**src/rtl/tinynpu_layer_sched.sv**
```systemverilog
`timescale 1ns/1ps
// ---------------------------------------------------------------------------
// tinynpu_layer_sched
//
// Host-side sequencer for the TinyNPU. Accepts one inference command, fetches
// the input vector and each layer's weight rows over a single-outstanding
// memory read port, streams them into the NPU load interface, fires one MAC
// start per layer and waits for the NPU to report the layer finished. After
// layer 0 the NPU feeds its own outputs back as inputs, so only weights are
// fetched for later layers.
//
// Ports
//   i_clk, i_rst            clock, asynchronous active-high reset
//   i_cmd_val / o_cmd_rdy   command handshake (ready only while idle)
//   i_cmd_len               K, elements per row (clamped to DEPTH)
//   i_cmd_layers            number of layers
//   i_cmd_base              base address of x followed by all weights
//   o_mem_req_val/i_mem_req_rdy/o_mem_req_addr   read request
//   i_mem_resp_val/i_mem_resp_data               read response
//   o_npu_x_load_val        1-cycle pulse: load o_npu_load_data into x FIFO
//   o_npu_w_load_val        1-cycle pulse: load o_npu_load_data into w FIFO
//   o_npu_w_load_sel        target weight row for the w load
//   o_npu_load_data         registered load data
//   o_npu_mac_val           1-cycle MAC start pulse
//   i_npu_layer_done        NPU finished the layer and is idle
//   o_busy                  command in progress
//   o_done                  1-cycle pulse when the command completes
// ---------------------------------------------------------------------------
module tinynpu_layer_sched #(
  parameter  int SIZE  = 4,
  parameter  int DEPTH = 8,
  parameter  int AW    = 8,
  parameter  int DW    = 8,
  localparam int LW    = $clog2(DEPTH + 1),
  localparam int SW    = $clog2(SIZE)
) (
  input  logic          i_clk,
  input  logic          i_rst,
  input  logic          i_cmd_val,
  output logic          o_cmd_rdy,
  input  logic [LW-1:0] i_cmd_len,
  input  logic [3:0]    i_cmd_layers,
  input  logic [AW-1:0] i_cmd_base,
  output logic          o_mem_req_val,
  input  logic          i_mem_req_rdy,
  output logic [AW-1:0] o_mem_req_addr,
  input  logic          i_mem_resp_val,
  input  logic [DW-1:0] i_mem_resp_data,
  output logic          o_npu_x_load_val,
  output logic          o_npu_w_load_val,
  output logic [SW-1:0] o_npu_w_load_sel,
  output logic [DW-1:0] o_npu_load_data,
  output logic          o_npu_mac_val,
  input  logic          i_npu_layer_done,
  output logic          o_busy,
  output logic          o_done
);

  typedef enum logic [2:0] {
    S_IDLE,
    S_LDX,
    S_LDW,
    S_MAC,
    S_WAIT,
    S_FIN
  } state_t;

  state_t        r_state;
  state_t        w_next;

  logic [LW-1:0] r_len;
  logic [3:0]    r_layers;
  logic [3:0]    r_layer_cnt;
  logic [AW-1:0] r_addr;
  logic [LW-1:0] r_k;
  logic [SW-1:0] r_row;
  logic          r_pend;
  logic          r_x_load;
  logic          r_w_load;
  logic [SW-1:0] r_sel;
  logic [DW-1:0] r_data;
  logic          r_mac;

  logic [LW-1:0] w_len_clamp;
  logic          w_fetching;
  logic          w_req_val;
  logic          w_req_fire;
  logic          w_resp;
  logic          w_last_k;
  logic          w_last_row;
  logic          w_last_layer;
  logic          w_cmd_fire;
  logic          w_layer_done;

  assign w_len_clamp = (i_cmd_len > LW'(DEPTH)) ? LW'(DEPTH) : i_cmd_len;
  assign w_cmd_fire  = (r_state == S_IDLE) && i_cmd_val;
  assign w_fetching  = (r_state == S_LDX) || (r_state == S_LDW);
  assign w_req_val   = w_fetching && !r_pend;
  assign w_req_fire  = w_req_val && i_mem_req_rdy;
  // A response is only meaningful while one is owed: either the request is
  // already outstanding, or it is being handshaken this very cycle.
  assign w_resp      = w_fetching && i_mem_resp_val && (r_pend || w_req_fire);
  assign w_last_k    = (r_k == (r_len - LW'(1)));
  assign w_last_row  = (r_row == SW'(SIZE - 1));
  assign w_last_layer = ((r_layer_cnt + 4'd1) == r_layers);
  // While the MAC pulse is still on the wire the NPU cannot have finished,
  // so a layer_done seen then is stale and ignored.
  assign w_layer_done = (r_state == S_WAIT) && i_npu_layer_done && !r_mac;

  assign o_mem_req_addr   = r_addr;
  assign o_npu_x_load_val = r_x_load;
  assign o_npu_w_load_val = r_w_load;
  assign o_npu_w_load_sel = r_sel;
  assign o_npu_load_data  = r_data;
  assign o_npu_mac_val    = r_mac;

  always_ff @(posedge i_clk or posedge i_rst) begin
    if (i_rst) begin
      r_state <= S_IDLE;
    end else begin
      r_state <= w_next;
    end
  end

  always_comb begin
    w_next        = r_state;
    o_cmd_rdy     = 1'b0;
    o_busy        = 1'b1;
    o_done        = 1'b0;
    o_mem_req_val = w_req_val;
    unique case (r_state)
      S_IDLE: begin
        o_cmd_rdy = 1'b1;
        o_busy    = 1'b0;
        if (i_cmd_val) begin
          w_next = ((w_len_clamp == '0) || (i_cmd_layers == '0)) ? S_FIN : S_LDX;
        end
      end
      S_LDX: begin
        if (w_resp && w_last_k) w_next = S_LDW;
      end
      S_LDW: begin
        if (w_resp && w_last_k && w_last_row) w_next = S_MAC;
      end
      S_MAC: begin
        w_next = S_WAIT;
      end
      S_WAIT: begin
        if (w_layer_done) w_next = w_last_layer ? S_FIN : S_LDW;
      end
      S_FIN: begin
        o_done = 1'b1;
        w_next = S_IDLE;
      end
      default: begin
        w_next = S_IDLE;
      end
    endcase
  end

  // Datapath: command latch, fetch bookkeeping and the registered NPU load
  // interface. Addresses for x and every layer's weights are contiguous, so
  // a single running pointer covers the whole command.
  // The MAC pulse is registered out of the MAC state so it always lands one
  // cycle after the final weight load of the layer, never alongside it.
  always_ff @(posedge i_clk or posedge i_rst) begin
    if (i_rst) begin
      r_len       <= '0;
      r_layers    <= '0;
      r_layer_cnt <= '0;
      r_addr      <= '0;
      r_k         <= '0;
      r_row       <= '0;
      r_pend      <= 1'b0;
      r_x_load    <= 1'b0;
      r_w_load    <= 1'b0;
      r_sel       <= '0;
      r_data      <= '0;
      r_mac       <= 1'b0;
    end else begin
      r_x_load <= 1'b0;
      r_w_load <= 1'b0;
      r_mac    <= (r_state == S_MAC);

      if (w_cmd_fire) begin
        r_len       <= w_len_clamp;
        r_layers    <= i_cmd_layers;
        r_addr      <= i_cmd_base;
        r_k         <= '0;
        r_row       <= '0;
        r_layer_cnt <= '0;
        r_pend      <= 1'b0;
      end

      if (w_resp) begin
        r_pend <= 1'b0;
      end else if (w_req_fire) begin
        r_pend <= 1'b1;
      end

      if (w_resp) begin
        r_data <= i_mem_resp_data;
        r_addr <= r_addr + AW'(1);
        if (r_state == S_LDX) begin
          r_x_load <= 1'b1;
        end else begin
          r_w_load <= 1'b1;
          r_sel    <= r_row;
        end
        if (w_last_k) begin
          r_k <= '0;
          if (r_state == S_LDW) begin
            r_row <= w_last_row ? '0 : r_row + SW'(1);
          end
        end else begin
          r_k <= r_k + LW'(1);
        end
      end

      if (w_layer_done) begin
        r_layer_cnt <= r_layer_cnt + 4'd1;
      end
    end
  end

endmodule

```
**config.mk**
```make
export PLATFORM = sky130hd
export DESIGN_NAME = tinynpu_layer_sched
export DESIGN_NICKNAME = d
export VERILOG_FILES = /design/src/rtl/tinynpu_layer_sched.sv
export SDC_FILE = /design/constraint.sdc
export NUM_CORES = 1
export LEC_CHECK = 0
export BUFFER_PORTS_ARGS = -buffer_cell sky130_fd_sc_hd__buf_4
export CAP_MARGIN = 20
export CORE_MARGIN = 2
export CORE_UTILIZATION = 38
export DETAILED_ROUTE_END_ITERATION = 10
export GPL_TIMING_DRIVEN = 0
export PLACE_DENSITY = 0.62
export SETUP_SLACK_MARGIN = 0.1
export SLEW_MARGIN = 20
export SYNTH_ARGS = -nofsm -noshare
export SYNTH_HDL_FRONTEND = slang
export SYNTH_SLANG_ARGS = --single-unit
```
**constraint.sdc**
```tcl
create_clock -name i_clk -period 2.11 [get_ports i_clk]
set_input_delay 0 -clock i_clk [delete_from_list [all_inputs] [get_ports i_clk]]
set_output_delay 0 -clock i_clk [all_outputs]
set_load 0.1 [all_outputs]
```
==> metrics.txt <==
outcome complete, no violations; Layout area overhead 45.1%; Starting Density 38.8%; H-tree level count 2; Syn Std Cell Area 2270 um2; synth warn 0; Worst Max-Slew Pin Slew 0.667 ns; FF-to-FF path depth 5; Synth area leaders dfrtp_1 47%, nand2_1 7.5%, xor2_1 3.1%; most common cell in the synthesized netlist nand2_1; fraction of layout cells with a size suffix above 1 30.9%; peak per-stage delay on the critical path 0.46 ns; Final Max Tran Viols 0; first-pass GRT wire length 9040 um; Hold Crit Class input port to register; fill count 541; nets 361; Period minus WS final 1.94 ns; relative max-transition margin 55.1%; FFs w/ async S/R, synth 100%; antenna diode count 0; register area share after synthesis 47.5%; Final GP Congestion 0.748; dpl hpwl 3890 um; Net Sw Frac 54.7%; cell area power density 1490 nW/um2; RR Endpoint r_state[1]$_DFFE_PP0P_; Mapped Cells 230; core area 5850 um2; CTS max path bufs 2; WL per Instance 14.0 um; synth unique cells 57; I/O pin cnt 55; detailed router's first-iteration violation count 96; GR peak layer met2; maximum fanout along the worst path 5; met3 Usage GRT 3.44%; Net Sw Power 0.00268 W; Post-Route Utilization 56.2%; TritonRoute pass-1 iters 4; Worst-Skew Late Latency 0.30 ns; maximum number of pins on one net before global-route repair 31; Finished Layout Cells 402; die footprint 6600 um2; P_leak 1.58 nW; Die H 81.2 um; worst vdd rail ir drop 1.08 mV; combinational share of power 61.1%; number of synthesized flops with an enable pin 0; register share of total power 28.1%; crit path DAT 2.13 ns; CP endpoint r_state[1]$_DFFE_PP0P_; Tcrit/Tclk final 92.2%; register bit total from synthesis 43; Reg2Reg Launch Point r_layer_cnt[0]$_DFFE_PP0P_; CP required 2.30 ns; Final Hold Slack 0.0831 ns; Synth Net Count 265; final setup violating endpoints 0; CP Launch Type register; Total Power 0.00489 W; initial antenna violation count 0; Via density 5.16; clk root buf clkbuf_8; Crit Path Category register to register; syn_area_per_cell 9.86 um2; width of the die 81.2 um; Clk pin slew, worst setup/hold paths 0.08 ns; CTS tree yes; Hold Startpoint i_npu_layer_done; dpl cells 360; met2 Use GR 28.9%; Hold Violations, Final 0; RSZ-0062 raised after global routing yes; Synth Flop Type dfrtp_1; max_cap viols 0; Peak Freq 514 MHz; crit end category register; routed via count 2073; Synth area leader dfrtp_1; Buffers on Ports 54; Synth top cells by count 45 x nand2_1, 43 x dfrtp_1, 12 x inv_1; Worst R2R Setup Slack 0.17 ns; GR Overflow Total 0; Routed Wire Length 5640 um; CP max-delay cell dfrtp_2; Clock Power Share 10.8%; DR DRC count 0; top-area cell type share of the netlist area 47.5%; CP startpoint r_layer_cnt[0]$_DFFE_PP0P_; Tot GR Track Use 17.8%; vias in the first global route 1879; Pint 0.00222 W; row count 28; post-route ant nets 0; clk_skew 0.00917 ns; crit-path cells ha_2 > xor2_1 > or3_1 > a311o_1 > a211o_1; Num CTS Buffers 5; clock sink count 43; GR Util met1 24.2%
==> power by group through the flow <==
stage	logic, W	registers, W	clock network [W]
finish	0.00299	0.00138	0.000528
global route	0.00319	0.00142	0.000575
CTS	0.00291	0.00137	0.000545
detailed placement	0.00284	0.00139	0
global placement	0.00280	0.00138	0
floorplan	0.00114	0.00246	0
==> registers in the layout, summed over array words and instances (netlist names), 2 cells and up <==
signal            flops
o_mem_req_addr        8
o_npu_load_data       8
r_k                   4
r_layer_cnt           4
r_layers              4
r_len                 4
r_state               3
o_npu_w_load_sel      2
r_row                 2
==> per-stage QoR <==
step / setup TNS [ns] / cell area [um2] / setup WS (ns)
6_report: 0 / 3290 / 0.166
5_1_grt: 0 / 3290 / 0.0898
4_1_cts: 0 / 3210 / 0.0390
3_5_place_dp: -0.476 / 2830 / -0.107
3_3_place_gp: -0.539 / 2810 / -0.136
2_1_floorplan: -2.24 / 2310 / -0.183
==> per-layer routing <==
metal	vias up	share of wire (%)
met5	-	0
met4	0	1.1
met3	5	3.7
met2	44	49
met1	1004	46
li1	1020	-
==> final cells by class <==
type / count / area, um2 / area share, %
multi-input cells: 165 / 1160 / 35.1
flip-flops and latches: 43 / 1080 / 32.8
repair buffers: 89 / 746 / 22.7
well taps: 75 / 93.8 / 2.85
plain buffers: 10 / 81.3 / 2.47
clock buffers: 6 / 72.6 / 2.21
inverters: 12 / 48.8 / 1.48
clock inverters: 2 / 12.5 / 0.380
==> placed cells by master, fill, tap and decap left out, drive strengths merged, types with 3 or more instances in the layout <==
| cell type | n |
|---|---|
| buf | 67 |
| nand2 | 45 |
| dfrtp | 43 |
| dlygate4sd3 | 26 |
| clkbuf | 12 |
| nor2 | 11 |
| inv | 11 |
| o21ai | 9 |
| nor3 | 9 |
| xor2 | 8 |
| nand3 | 8 |
| mux2i | 5 |
| ha | 5 |
| a221o | 4 |
| xnor2 | 4 |
| mux2 | 4 |
| nand3b | 3 |
| or3 | 3 |
| or4 | 3 |
==> worst max-delay path: cells and delay by family (launching register included) <==
kind / cells / cell delay (ns)
AOI/OAI and AO/OA: 2 / 0.64
xor gates and xnor gates: 1 / 0.16
adders and majority gates: 1 / 0.22
DFF: 1 / 0.46
and+or+nand+nor: 1 / 0.35
==> worst min path at each step <==
stage	cells after the start	endpoint	slack (ns)
floorplan	1	r_pend$_DFFE_PP0P_	0.09
global placement	2	r_pend$_DFFE_PP0P_	0.18
detailed placement	2	o_npu_load_data[3]$_DFFE_PP0P_	-0.004
CTS	4	r_state[2]$_DFFE_PP0P_	0.08
global route	4	r_state[2]$_DFFE_PP0P_	0.1
finish	4	r_state[2]$_DFFE_PP0P_	0.08
==> logic make-up after synthesis <==
| kind of cell | count (synthesis) | share of synthesized area (%) |
|---|---|---|
| simple gates | 98 | 21.2 |
| xor+xnor | 13 | 5.96 |
| compound gates | 40 | 14.0 |
| fa+ha+maj | 5 | 2.76 |
| mux | 9 | 4.19 |
| buf+inv | 22 | 4.41 |
| flops | 43 | 47.5 |
==> repair_timing <==
item,CTS,global route
pin swaps,0,1
hold buffers,26,0
endpoints found under the hold margin,61,0
endpoints found under the setup margin,20,10
buffers inserted,0,8
resized for setup,6,9
No activity file was read; power rests on OpenSTA's default activity.
